## src/rtl/decimal_key_entry_pkg.sv

```systemverilog
// -----------------------------------------------------------------------------
// decimal_key_entry_pkg
// Shared definitions for the PS/2 decimal key entry block:
//   - PS/2 set-2 scan-code constants (digit make codes, break/extend prefixes,
//     Enter, Backspace, Escape)
//   - FSM state enumeration
//   - scan_to_digit(): scan byte -> {is_digit, nibble}
//   - pow10(): elaboration-time helper for the result-width check
// -----------------------------------------------------------------------------
package decimal_key_entry_pkg;

    localparam logic [7:0] SC_0     = 8'h45;
    localparam logic [7:0] SC_1     = 8'h16;
    localparam logic [7:0] SC_2     = 8'h1E;
    localparam logic [7:0] SC_3     = 8'h26;
    localparam logic [7:0] SC_4     = 8'h25;
    localparam logic [7:0] SC_5     = 8'h2E;
    localparam logic [7:0] SC_6     = 8'h36;
    localparam logic [7:0] SC_7     = 8'h3D;
    localparam logic [7:0] SC_8     = 8'h3E;
    localparam logic [7:0] SC_9     = 8'h46;
    localparam logic [7:0] SC_BREAK = 8'hF0;
    localparam logic [7:0] SC_EXT   = 8'hE0;
    localparam logic [7:0] SC_ENTER = 8'h5A;
    localparam logic [7:0] SC_BKSP  = 8'h66;
    localparam logic [7:0] SC_ESC   = 8'h76;

    typedef enum logic [1:0] {
        ST_ENTRY   = 2'd0,
        ST_BREAK   = 2'd1,
        ST_CONVERT = 2'd2
    } state_t;

    typedef struct packed {
        logic       is_digit;
        logic [3:0] nibble;
    } digit_t;

    function automatic digit_t scan_to_digit(input logic [7:0] code);
        digit_t d;
        d.is_digit = 1'b1;
        d.nibble   = 4'd0;
        case (code)
            SC_0:    d.nibble = 4'd0;
            SC_1:    d.nibble = 4'd1;
            SC_2:    d.nibble = 4'd2;
            SC_3:    d.nibble = 4'd3;
            SC_4:    d.nibble = 4'd4;
            SC_5:    d.nibble = 4'd5;
            SC_6:    d.nibble = 4'd6;
            SC_7:    d.nibble = 4'd7;
            SC_8:    d.nibble = 4'd8;
            SC_9:    d.nibble = 4'd9;
            default: d.is_digit = 1'b0;
        endcase
        return d;
    endfunction

    function automatic longint unsigned pow10(input int n);
        longint unsigned p;
        p = 1;
        for (int i = 0; i < n; i++) p = p * 10;
        return p;
    endfunction

endpackage

```

## src/rtl/decimal_key_entry_bcd_to_bin_seq.sv

```systemverilog
// -----------------------------------------------------------------------------
// bcd_to_bin_seq
// Sequential BCD-to-binary converter: acc = acc*10 + nibble, one nibble per
// cycle, most-significant nibble first.
//   start     : clears the accumulator (one cycle before the first nibble)
//   nib_valid : nibble is valid this cycle
//   nib_last  : this is the final nibble of the stream
//   nibble    : BCD digit
//   result    : converted value, held until the next completed stream
//   done      : one-cycle pulse in the cycle result updates
// -----------------------------------------------------------------------------
module bcd_to_bin_seq
    import decimal_key_entry_pkg::*;
#(
    parameter int VAL_W = 10
) (
    input  logic             clk,
    input  logic             reset_n,
    input  logic             start,
    input  logic             nib_valid,
    input  logic             nib_last,
    input  logic [3:0]       nibble,
    output logic [VAL_W-1:0] result,
    output logic             done
);

    logic [VAL_W-1:0] acc;
    logic [VAL_W-1:0] acc_next;

    assign acc_next = acc * VAL_W'(10) + VAL_W'(nibble);

    // NOTE: sequential state is updated with non-blocking assignments so every
    // register samples pre-edge values regardless of statement order.
    always_ff @(posedge clk or negedge reset_n) begin
        if (!reset_n) begin
            acc    <= '0;
            result <= '0;
            done   <= 1'b0;
        end else begin
            done <= nib_valid & nib_last;
            if (start)          acc <= '0;
            else if (nib_valid) acc <= acc_next;
            // Result is taken from the combinational next value so the commit
            // lands in the same edge as the final nibble.
            if (nib_valid && nib_last) result <= acc_next;
        end
    end

endmodule

```

## src/rtl/decimal_key_entry.sv

```systemverilog
// -----------------------------------------------------------------------------
// decimal_key_entry
// PS/2 set-2 decimal keypad entry: collects up to N_DIGITS decimal digits in a
// BCD shift register, supports Backspace/Escape, and on Enter converts the
// digits to binary over N_DIGITS cycles.
//   clk, reset_n : clock, asynchronous active-low reset
//   key_code     : scan byte, sampled when key_valid=1 and key_ready=1
//   key_valid    : one-cycle strobe per byte
//   key_ready    : low while a conversion is in progress
//   value        : last committed binary value
//   value_valid  : one-cycle pulse when value updates
//   digit_count  : digits currently entered
//   overflow     : sticky, a digit arrived with the register full
// -----------------------------------------------------------------------------
module decimal_key_entry
    import decimal_key_entry_pkg::*;
#(
    parameter int N_DIGITS = 3,
    parameter int VAL_W    = 10
) (
    input  logic                          clk,
    input  logic                          reset_n,
    input  logic [7:0]                    key_code,
    input  logic                          key_valid,
    output logic                          key_ready,
    output logic [VAL_W-1:0]              value,
    output logic                          value_valid,
    output logic [$clog2(N_DIGITS+1)-1:0] digit_count,
    output logic                          overflow
);

    localparam int CW = $clog2(N_DIGITS + 1);
    localparam int DW = 4 * N_DIGITS;
    localparam longint unsigned MAX_DEC = pow10(N_DIGITS);

    if (N_DIGITS < 1 || N_DIGITS > 8) begin : g_bad_n_digits
        $error("decimal_key_entry: N_DIGITS must be in 1..8");
    end
    if ((VAL_W < 40) && ((longint'(1) << VAL_W) < MAX_DEC)) begin : g_bad_val_w
        $error("decimal_key_entry: VAL_W too narrow for N_DIGITS decimal digits");
    end

    state_t        state;
    logic [DW-1:0] digits;
    logic [CW-1:0] conv_cnt;
    digit_t        key_dec;
    logic          accept;
    logic          enter_ok;
    logic          nib_valid;
    logic          nib_last;

    assign key_dec   = scan_to_digit(key_code);
    assign key_ready = (state != ST_CONVERT);
    assign accept    = key_valid & key_ready;
    assign enter_ok  = accept && (state == ST_ENTRY) &&
                       (key_code == SC_ENTER) && (digit_count != '0);
    assign nib_valid = (state == ST_CONVERT);
    assign nib_last  = (conv_cnt == CW'(N_DIGITS - 1));

    always_ff @(posedge clk or negedge reset_n) begin
        if (!reset_n) begin
            state       <= ST_ENTRY;
            digits      <= '0;
            digit_count <= '0;
            overflow    <= 1'b0;
            conv_cnt    <= '0;
        end else begin
            case (state)
                ST_ENTRY: begin
                    if (accept) begin
                        if (key_dec.is_digit) begin
                            if (digit_count == CW'(N_DIGITS)) begin
                                overflow <= 1'b1;
                            end else begin
                                digits      <= (digits << 4) | DW'(key_dec.nibble);
                                digit_count <= digit_count + CW'(1);
                            end
                        end else begin
                            case (key_code)
                                SC_BREAK: state <= ST_BREAK;
                                SC_BKSP: begin
                                    if (digit_count != '0) begin
                                        digits      <= digits >> 4;
                                        digit_count <= digit_count - CW'(1);
                                    end
                                end
                                SC_ESC: begin
                                    digits      <= '0;
                                    digit_count <= '0;
                                    overflow    <= 1'b0;
                                end
                                SC_ENTER: begin
                                    if (enter_ok) begin
                                        state    <= ST_CONVERT;
                                        conv_cnt <= '0;
                                    end
                                end
                                // E0 and unknown codes are dropped here.
                                default: ;
                            endcase
                        end
                    end
                end
                ST_BREAK: begin
                    if (accept) state <= ST_ENTRY;
                end
                ST_CONVERT: begin
                    // The top nibble feeds the converter; shifting up presents
                    // the next-lower digit on the following cycle.
                    digits   <= digits << 4;
                    conv_cnt <= conv_cnt + CW'(1);
                    if (nib_last) begin
                        state       <= ST_ENTRY;
                        digits      <= '0;
                        digit_count <= '0;
                        overflow    <= 1'b0;
                    end
                end
                default: state <= ST_ENTRY;
            endcase
        end
    end

    bcd_to_bin_seq #(
        .VAL_W (VAL_W)
    ) u_conv (
        .clk       (clk),
        .reset_n   (reset_n),
        .start     (enter_ok),
        .nib_valid (nib_valid),
        .nib_last  (nib_last),
        .nibble    (digits[DW-1 -: 4]),
        .result    (value),
        .done      (value_valid)
    );

endmodule

```

## config.mk

```make
export PLATFORM = sky130hd
export DESIGN_NAME = decimal_key_entry
export DESIGN_NICKNAME = d
export VERILOG_FILES = /design/src/rtl/decimal_key_entry_pkg.sv /design/src/rtl/decimal_key_entry_bcd_to_bin_seq.sv /design/src/rtl/decimal_key_entry.sv
export SDC_FILE = /design/constraint.sdc
export NUM_CORES = 1
export LEC_CHECK = 0
export BUFFER_PORTS_ARGS = -buffer_cell sky130_fd_sc_hd__buf_2
export CELL_PAD_IN_SITES_DETAIL_PLACEMENT = 1
export CELL_PAD_IN_SITES_GLOBAL_PLACEMENT = 2
export CORE_ASPECT_RATIO = 0.75
export CORE_MARGIN = 2
export CORE_UTILIZATION = 41
export CTS_BUF_LIST = sky130_fd_sc_hd__clkbuf_4 sky130_fd_sc_hd__clkbuf_8 sky130_fd_sc_hd__clkbuf_16
export CTS_CLUSTER_SIZE = 20
export DETAILED_ROUTE_END_ITERATION = 12
export GPL_ROUTABILITY_DRIVEN = 0
export GPL_TIMING_DRIVEN = 0
export HOLD_SLACK_MARGIN = 0.05
export PLACE_DENSITY_LB_ADDON = 0.05
export SYNTH_ARGS = -nofsm -noshare
export SYNTH_HDL_FRONTEND = slang
export SYNTH_SLANG_ARGS = --single-unit
```

## constraint.sdc

```tcl
create_clock -name clk -period 4.9 [get_ports clk]
set_input_delay 0.245 -clock clk [delete_from_list [all_inputs] [get_ports clk]]
set_output_delay 0.245 -clock clk [all_outputs]
set_load 0.02 [all_outputs]
```

==> results.ini <==
[outcome]
status = complete, no violations

[critical_path]
cp.required_ns = 5.13
crit_fanout = 4
cp-end-kind = flip-flop
cp-start-kind = flip-flop
worstSetupPathType = reg2reg
reg2reg_from = u_conv.acc[1]
startpoint = u_conv.acc[1]
rrSetupSlack_ns = 1.94
crit_arrival_ns = 3.19

[power]
clkPwrFrac_pct = 22.0
p_int_mw = 0.731
p_leak_nw = 1.42
pwr-share-seq_pct = 37.8
power_per_cell_area_mw_per_mm2 = 392
power_switching_mw = 0.425
finalPower_mw = 1.16
switching_share_pct = 36.8
ir_drop_mv = 0.190
p_comb_share_pct = 40.2

[routing]
wl_um = 6550
drcViolationCount = 0
wl_per_cell_um = 17.3
ant_nets = 0
viasPerCell = 5.48
drt-pass1-iter-count = 4
via_count = 2076
drt-initial-drc-count = 102

[logic_synthesis]
syn_avg_cell_area_um2 = 9.84
ys.flop_type = dfrtp_1
synth_seq_cells = 39
yosysWarnings = 0
ys_types = 53
async_flop_share_pct = 100
syn_nets = 297
synth-seq-area-share_pct = 37.2
yosys-top-cells-area = dfrtp_1 (37%), ha_1 (8.1%), nand2_1 (5.3%)
synth_top_area_share_pct = 37.2
synth_area_leader_cell = dfrtp_1
syn_inst = 267
synthesis.area_mm2 = 0.00263
synth-edff-count = 0

[cts]
clkTransAtPathRegs_ns = 0.08
cts_setup_buffers = 0
clock_path_buffers = 2
root_buffer = clkbuf_8
cts_hold_buf = 0
clk_latency_ns = 0.30
cts_inserted_buffers = 5
htree_levels = 2
cts_tree = built
clock-sinks = 39
cts_resized = 0

[layout]
seq_area_um2 = 976
syn2layout_area_growth_pct = 12.2
fin_util_pct = 47.1
drive_above_1_share_pct = 19.8
nFillCells = 734
multi_input_comb_area_mm2 = 0.00151
antenna_cells = 0
nets = 327

[global_routing]
gr-total-overflow = 0
antenna_found_initial = 0
grt_pass1_wl_um = 10600
grt_pass1_vias = 2015
grt_max_degree = 40
grt_use_total_pct = 20.0

[floorplan]
num_io_pins = 26
initial_core_util_pct = 42.0
num_rows = 25
die_y_um = 73.3
dieArea_mm2 = 0.00707
core_mm2 = 0.00626
die_w_um = 96.4

[timing]
tns_ns = 0
fmax_mhz = 337
finalCriticalPeriod_ns = 2.96
rsz0062_at_grt = false
drv_slew = 0
worst_pin_slew_ns = 0.899
finalSetupViolations = 0
hold_viol = 0
fin_crit_sh_pct = 60.5
max_slew_margin_pct = 40.1
fin_worst_skew_ns = 0.00761

[worst_hold_path]
min_path_type = in2async

[job]
max_cap_viol_count = 0

[placed_design]
dp_hpwl_um = 5000
numPortBuffers = 23

Yosys cell counts, types with 2 or more instances:
cell	n
dfrtp_1	39
nand2_1	37
inv_1	19
ha_1	17
o21ai_0	13
mux2_2	10
mux2i_1	9
nor2_1	8
a21oi_1	7
a22o_1	7
xnor2_1	7
xor2_1	6
a21o_1	5
and3_1	5
clkbuf_1	5
nor3b_1	5
nand2b_1	4
nor2b_1	4
nor3_1	4
o22ai_1	4
a31oi_1	3
buf_6	3
mux2_4	3
nand3_1	3
nand4_1	3
nor4_1	3
a32oi_1	2
buf_2	2
fa_1	2
nand3b_1	2
nor4bb_1	2
o21bai_1	2
o32ai_1	2
state kept, by name, summed over array words and instances, names as in the netlist:
register and flops:
u_conv.done 1, u_conv.result 10, u_conv.acc 9, overflow 1
digits 12, digit_count 2, state 2, conv_cnt 2
per-layer routing:
metal  track usage, %  part of all wire, %  up-vias
met4             4.23                 0.58        0
met3             3.69                  3.5        3
met5                0                    0        -
li1                 -                    -     1008
met1             32.9                   57     1033
met2             26.9                   39       32
layout by cell type (no fill, tap or decap), types with 4 or more instances in the layout:
master / netlist / routed
a21o_1: 5 / 5
a21oi_1: 7 / 7
a22o_1: 7 / 7
and3_1: 5 / 5
buf_2: 2 / 25
clkbuf_1: 5 / 5
clkbuf_8: 0 / 7
dfrtp_1: 39 / 39
ha_1: 17 / 17
inv_1: 19 / 19
mux2_2: 10 / 10
mux2i_1: 9 / 9
nand2_1: 37 / 37
nand2b_1: 4 / 4
nor2_1: 8 / 8
nor2b_1: 4 / 4
nor3_1: 4 / 4
nor3b_1: 5 / 5
o21ai_0: 13 / 13
o22ai_1: 4 / 4
xnor2_1: 7 / 7
xor2_1: 6 / 6
area by class of cell:
type / instances / share of cell area (%)
Buffer: 11 / 2.38
Tap cell: 81 / 3.44
Multi-Input combinational cell: 197 / 51.1
Clock buffer: 8 / 3.52
Timing Repair Buffer: 23 / 3.91
Sequential cell: 39 / 33.1
Inverter: 20 / 2.55
per-stage QoR:
step,cell area [µm²],hold WS (ns),setup slack (ns),instances
floorplan,2630,-0.0506,2.38,267
global placement,2840,0.425,2.06,371
detailed placement,2840,0.442,1.98,371
CTS,2950,0.108,1.95,379
global route,2950,0.121,1.80,379
finish,2950,0.0628,1.94,379
power by group through the flow:
stage               combinational (mW)  clock, mW  sequential (mW)
detailed placement               0.466          0            0.444
finish                           0.464      0.254            0.437
CTS                              0.468      0.262            0.438
global route                     0.522      0.273            0.447
floorplan                        0.326          0            0.457
global placement                 0.457          0            0.441
critical path: stages (launching register included):
cell	delay, ns
dfrtp_1	0.44
ha_1	0.31
ha_1	0.17
inv_1	0.06
fa_1	0.42
xor2_1	0.19
nor3_1	0.32
nor4bb_1	0.39
xnor3_1	0.46
o21ai_0	0.14
worst paths after layout:
kind | cells after the start | endpoint
max in group asynchronous | 1 | digits[10]
max | 9 | u_conv.result[9]
max reg2reg | 9 | u_conv.result[9]
min | 1 | u_conv.result[8]
min in group clk | 3 | overflow
min reg2reg | 2 | u_conv.result[4]
cells by family after synthesis:
family	count (synthesis)	share of synthesized area, %
adders and majority gates	19	9.62
DFF	39	37.2
xor gates and xnor gates	14	5.19
buffers and inverters	31	5.53
and+or+nand+nor	88	18.3
muxes	22	9.43
AOI/OAI and AO/OA	54	14.8
Power figures use the tool's default switching activity.
